[config.mk]
export PLATFORM = sky130hd
export DESIGN_NAME = interboard_receiver
export DESIGN_NICKNAME = d
export VERILOG_FILES = /design/src/rtl/interboard_receiver.sv
export SDC_FILE = /design/constraint.sdc
export NUM_CORES = 1
export LEC_CHECK = 0
export CAP_MARGIN = 25
export CORE_MARGIN = 5
export CORE_UTILIZATION = 34
export CTS_BUF_LIST = sky130_fd_sc_hd__clkbuf_4
export DETAILED_ROUTE_END_ITERATION = 7
export GPL_TIMING_DRIVEN = 1
export PLACE_DENSITY = 0.61
export SLEW_MARGIN = 20
export SYNTH_ARGS = -nofsm -noshare
export SYNTH_HDL_FRONTEND = slang
export SYNTH_SLANG_ARGS = --single-unit
export TNS_END_PERCENT = 50
[constraint.sdc]
create_clock -name clk -period 4.86 [get_ports clk]
set_input_delay 0.972 -clock clk [delete_from_list [all_inputs] [get_ports clk]]
set_output_delay 0.972 -clock clk [all_outputs]
set_load 0.02 [all_outputs]
[src/rtl/interboard_receiver.sv]
// interboard_receiver
// Receive side of the 4-phase Request/Ack link between the two boards.
// Request and interboard_data are synchronised, and each word is captured only after Request has
// been stable for a settle window. Six words make one message for GameControl. At word index 0
// the value 6'h3F is a remote-reset command.
// Optional feature macro: RECV_TIMEOUT_EN. When it is defined, a partially received message is
// abandoned after TIMEOUT_CYCLES idle cycles between words.
// Handshake: Ack rises only after a word has been captured, and it stays high until Request is
// seen low. A new word is never accepted while Ack is high.
module interboard_receiver #(
    parameter int SYNC_STAGES    = 2,
    parameter int SETTLE_CYCLES  = 4,
    parameter int TIMEOUT_CYCLES = 1_000_000
) (
    input  logic       clk,
    input  logic       rst,
    input  logic       Request,
    input  logic [5:0] interboard_data,
    output logic       Ack,
    output logic       msg_valid,
    output logic [3:0] msg_type,
    output logic [4:0] msg_block_x,
    output logic [2:0] msg_block_y,
    output logic [5:0] msg_card,
    output logic [2:0] msg_sel_len,
    output logic       msg_move_dir,
    output logic       remote_rst,
    output logic       timeout_err,
    output logic [1:0] o_dbg_state
);

    localparam int SCW = (SETTLE_CYCLES > 1) ? $clog2(SETTLE_CYCLES) : 1;

    typedef enum logic [1:0] {
        S_IDLE   = 2'd0,
        S_SETTLE = 2'd1,
        S_ACK_HI = 2'd2
    } state_t;

    logic [SYNC_STAGES-1:0] r_req_sync;
    logic [5:0]             r_data_sync [SYNC_STAGES];
    logic                   w_req_s;
    logic [5:0]             w_data_s;

    state_t                 r_state;
    logic [SCW-1:0]         r_settle_cnt;
    logic [2:0]             r_idx;
    logic                   r_ack;
    logic                   w_capture;

    logic [3:0]             r_sh_type;
    logic [4:0]             r_sh_x;
    logic [2:0]             r_sh_y;
    logic [5:0]             r_sh_card;
    logic [2:0]             r_sh_sel;

    logic                   r_msg_valid;
    logic [3:0]             r_msg_type;
    logic [4:0]             r_msg_x;
    logic [2:0]             r_msg_y;
    logic [5:0]             r_msg_card;
    logic [2:0]             r_msg_sel;
    logic                   r_msg_dir;
    logic                   r_remote_rst;

`ifdef RECV_TIMEOUT_EN
    localparam int TOW = $clog2(TIMEOUT_CYCLES + 1);
    logic [TOW-1:0]         r_to_cnt;
    logic                   r_timeout_err;
`endif

    // Synchronise Request and the data bus through the same number of stages.
    // The sender keeps the data stable while Request is high, and the settle window covers any
    // skew between the two chains.
    always_ff @(posedge clk) begin
        if (rst) begin
            r_req_sync <= '0;
            for (int i = 0; i < SYNC_STAGES; i++) r_data_sync[i] <= 6'd0;
        end else begin
            r_req_sync     <= {r_req_sync[SYNC_STAGES-2:0], Request};
            r_data_sync[0] <= interboard_data;
            for (int i = 1; i < SYNC_STAGES; i++) r_data_sync[i] <= r_data_sync[i-1];
        end
    end

    assign w_req_s  = r_req_sync[SYNC_STAGES-1];
    assign w_data_s = r_data_sync[SYNC_STAGES-1];

    // A word is taken on the last cycle of an unbroken settle window.
    assign w_capture = (r_state == S_SETTLE) && w_req_s &&
                       (r_settle_cnt == SCW'(SETTLE_CYCLES - 1));

    // Handshake FSM, word assembly and the registered message and pulse outputs.
    always_ff @(posedge clk) begin
        if (rst) begin
            r_state      <= S_IDLE;
            r_settle_cnt <= '0;
            r_idx        <= 3'd0;
            r_ack        <= 1'b0;
            r_sh_type    <= 4'd0;
            r_sh_x       <= 5'd0;
            r_sh_y       <= 3'd0;
            r_sh_card    <= 6'd0;
            r_sh_sel     <= 3'd0;
            r_msg_valid  <= 1'b0;
            r_msg_type   <= 4'd0;
            r_msg_x      <= 5'd0;
            r_msg_y      <= 3'd0;
            r_msg_card   <= 6'd0;
            r_msg_sel    <= 3'd0;
            r_msg_dir    <= 1'b0;
            r_remote_rst <= 1'b0;
`ifdef RECV_TIMEOUT_EN
            r_to_cnt      <= '0;
            r_timeout_err <= 1'b0;
`endif
        end else begin
            r_msg_valid  <= 1'b0;
            r_remote_rst <= 1'b0;

            case (r_state)
                S_IDLE: begin
                    r_ack <= 1'b0;
                    if (w_req_s) begin
                        r_state      <= S_SETTLE;
                        r_settle_cnt <= '0;
                    end
                end
                S_SETTLE: begin
                    if (!w_req_s) begin
                        r_state <= S_IDLE;
                    end else if (w_capture) begin
                        r_state <= S_ACK_HI;
                        r_ack   <= 1'b1;
                    end else begin
                        r_settle_cnt <= r_settle_cnt + SCW'(1);
                    end
                end
                S_ACK_HI: begin
                    if (!w_req_s) begin
                        r_state <= S_IDLE;
                        r_ack   <= 1'b0;
                    end
                end
                default: begin
                    r_state <= S_IDLE;
                    r_ack   <= 1'b0;
                end
            endcase

`ifdef RECV_TIMEOUT_EN
            // This is evaluated before the capture logic, so a capture wins any
            // assignment to r_idx made in the same cycle.
            r_timeout_err <= 1'b0;
            if (w_capture) begin
                r_to_cnt <= '0;
            end else if (r_state == S_IDLE && r_idx != 3'd0) begin
                if (r_to_cnt == TOW'(TIMEOUT_CYCLES - 1)) begin
                    r_to_cnt      <= '0;
                    r_idx         <= 3'd0;
                    r_timeout_err <= 1'b1;
                end else begin
                    r_to_cnt <= r_to_cnt + TOW'(1);
                end
            end
`endif

            if (w_capture) begin
                if (r_idx == 3'd0 && w_data_s == 6'h3F) begin
                    r_remote_rst <= 1'b1;
                end else begin
                    case (r_idx)
                        3'd0: r_sh_type <= w_data_s[3:0];
                        3'd1: r_sh_x    <= w_data_s[4:0];
                        3'd2: r_sh_y    <= w_data_s[2:0];
                        3'd3: r_sh_card <= w_data_s;
                        3'd4: r_sh_sel  <= w_data_s[2:0];
                        default: begin
                            r_msg_type  <= r_sh_type;
                            r_msg_x     <= r_sh_x;
                            r_msg_y     <= r_sh_y;
                            r_msg_card  <= r_sh_card;
                            r_msg_sel   <= r_sh_sel;
                            r_msg_dir   <= w_data_s[0];
                            r_msg_valid <= 1'b1;
                        end
                    endcase
                    r_idx <= (r_idx >= 3'd5) ? 3'd0 : r_idx + 3'd1;
                end
            end
        end
    end

    assign Ack          = r_ack;
    assign msg_valid    = r_msg_valid;
    assign msg_type     = r_msg_type;
    assign msg_block_x  = r_msg_x;
    assign msg_block_y  = r_msg_y;
    assign msg_card     = r_msg_card;
    assign msg_sel_len  = r_msg_sel;
    assign msg_move_dir = r_msg_dir;
    assign remote_rst   = r_remote_rst;
    assign o_dbg_state  = r_state;
`ifdef RECV_TIMEOUT_EN
    assign timeout_err  = r_timeout_err;
`else
    assign timeout_err  = 1'b0;
`endif

endmodule

==> metrics.yaml <==
status: "finished, final reports clean"
antenna_found_initial: 0
worstHoldPathType: "reg2reg"
wl_um: 4770
syn_inst: 279
place.port_buffers: 35
min_path_cells: 1
drc: 0
die_area_mm2: 0.00966
worst_pin_slew_ps: 896
dieWidth_um: 98.3
max_freq_mhz: 404
yosysMostFrequentCell: "dfxtp_1"
coreArea_mm2: 0.00765
path_buf_inv: 1
syn-num-nets: 294
h-tree-depth: 3
drv_slew: 0
path_depth: 1
slowest_delay_ps: 650
grtUsageMet3_pct: 2.36
post-route-util_pct: 42.3
wl_per_cell_um: 11.5
finish.net_count: 324
power_density_mw_per_mm2: 311
cts_setup_buffers: 0
fill_cells: 774
async_flop_share_pct: 0
gp_congestion: 0.730
clk_latency_ps: 410
synth_flop_cell: "dfxtp_1"
clock_path_buffers: 2
worstRegToRegCells: 6
ant_nets: 0
grt.met1_usage_pct: 14.1
met2_usage_pct: 13.8
synth_edf_count: 0
mappedNetlistArea_mm2: 0.00265
via_per_inst: 4.53
synth_seq_area_share_pct: 50.6
cts.repair.resized: 0
initial_core_util_pct: 34.7
grt_pass1_wl_um: 8020
drive_gt1_share_pct: 8.28
setup.worst_path.start_class: "flip-flop"
yosys.area.top_type: "dfxtp_1"
crit_slowest_cell: "clkdlybuf4s50_1"
cp-end-kind: "output port"
peakVddDrop_v: 0.0000971
path_delay_family: "buffers and inverters"
n_antenna_cell: 0
max_cap_violations: 0
io_pins: 37
dieHeight_um: 98.3
busiest_layer: "met1"
path_clk_slew_ps: 110
critPathArrivalTime_ps: 1500
cts-buffers-inserted: 9
p_leak_nw: 1.26
gr-total-overflow: 0
path_cells: "clkdlybuf4s50_1"
path_class: "reg2out"
yosys.area.top_type_share_pct: 50.6
grt_pass1_vias: 1676
finalHoldViolCount: 0
synth.avg_cell_area_um2: 9.50
timing.slew.headroom_pct: 40.0
min_period_ps: 2480
cp.required_ps: 3890
fin_setup_tns_ps: 0
track_usage_pct: 10.2
dp_hpwl_um: 3150
synth.distinct_cells: 36
synth_area_leaders: "dfxtp_1 51%, mux2i_1 8.7%, o21ai_0 5.5%, nor2b_1 5.2%, or3_1 4.2%"
firstDrtPassIters: 4
grt_max_degree: 45
rsz0062_at_grt: "false"
ys_top_cells_by_count: "67 x dfxtp_1, 29 x o21ai_0, 24 x nor2_1, 23 x mux2i_1, 22 x nor2b_1"
cts_tree: "yes"
skew_ps: 18.1
drt_iter0_markers: 66
hold_buffers: 0
finalCritPeriodShare_pct: 51.0
ys_seq_elements: 67
synth_warnings: 0
route.vias.total: 1884
cts.sinks: 67
area_growth_pct: 22.0
critical_path.max_fanout: 7
num_rows: 32
setup-violations-final: 0
root_buffer: "clkbuf_4"
## worst paths after layout
path	end	startpoint	slack [ps]
max	o_dbg_state[0]	o_dbg_state[0]	2380
min reg2reg	r_data_sync[0][9]	r_data_sync[0][3]	440
max reg2reg	msg_type[0]	r_idx[0]	2570
min	r_data_sync[0][9]	r_data_sync[0][3]	440
## sequential cells by signal, indices dropped and copies added (netlist names)
name / flops
msg_move_dir: 1
r_sh_y: 3
r_data_sync: 12
r_settle_cnt: 2
msg_sel_len: 3
msg_valid: 1
r_req_sync: 2
r_sh_card: 6
r_sh_x: 5
msg_block_x: 5
r_sh_sel: 3
Ack: 1
msg_type: 4
msg_card: 6
msg_block_y: 3
remote_rst: 1
o_dbg_state: 2
r_idx: 3
r_sh_type: 4
## placed cells by master, fill, tap and decap left out, types with 2 or more instances in the layout
master           count
dfxtp_1             67
clkdlybuf4s50_1     34
o21ai_0             29
nor2_1              24
mux2i_1             23
nor2b_1             22
inv_1               21
a21oi_1             20
or3_1               18
clkbuf_4             9
nand2b_1             7
ha_1                 6
nand2_1              3
o2111ai_2            2
inv_6                2
bufinv_16            2
## cell families (layout without fill, tap and decap cells)
| family | count (synthesis) | after routing | synth area share [%] |
|---|---|---|---|
| AOI/OAI and AO/OA | 60 | 60 | 13.6 |
| adders and majority gates | 6 | 6 | 2.83 |
| buffers and inverters | 39 | 74 | 6.42 |
| DFF | 67 | 67 | 50.6 |
| muxes | 23 | 23 | 8.69 |
| other | 1 | 1 | 0.142 |
| and+or+nand+nor | 83 | 83 | 17.8 |
## report_power, final
group	internal, mW	leakage (nW)	total [mW]	switching (mW)
Combinational	0.0113	0.635	0.0232	0.0119
Sequential	0.555	0.543	0.559	0.00418
Clock	0.212	0.0869	0.422	0.210
Total	0.778	1.26	1.00	0.226
## through the flow
step / instance area [um^2] / hold WS (ps) / setup WS [ps] / power [mW] / std cells
floorplan: 2650 / 414 / 3150 / 0.584 / 279
global placement: 3050 / 423 / 2480 / 0.593 / 399
detailed placement: 3070 / 423 / 2550 / 0.595 / 400
CTS: 3230 / 450 / 2330 / 1.02 / 416
global route: 3230 / 464 / 2300 / 1.05 / 416
finish: 3230 / 444 / 2380 / 1.00 / 416
## cell type report
type                    instances  area (um^2)  share of cell area (%)
clock buffers                   9         67.6                    2.09
multi-input cells             173         1140                    35.4
repair buffers                 37          373                    11.5
clock inverters                 7         98.8                    3.06
flip-flops and latches         67         1340                    41.5
well taps                     102          128                    3.95
inverters                      21         78.8                    2.44
## metal layers
metal	up-vias	share of wire, %
li1	999	-
met1	847	52
met2	34	43
met3	4	4.0
met4	0	1.3
met5	-	0
Note: power is estimated with default switching activity, not from simulation.
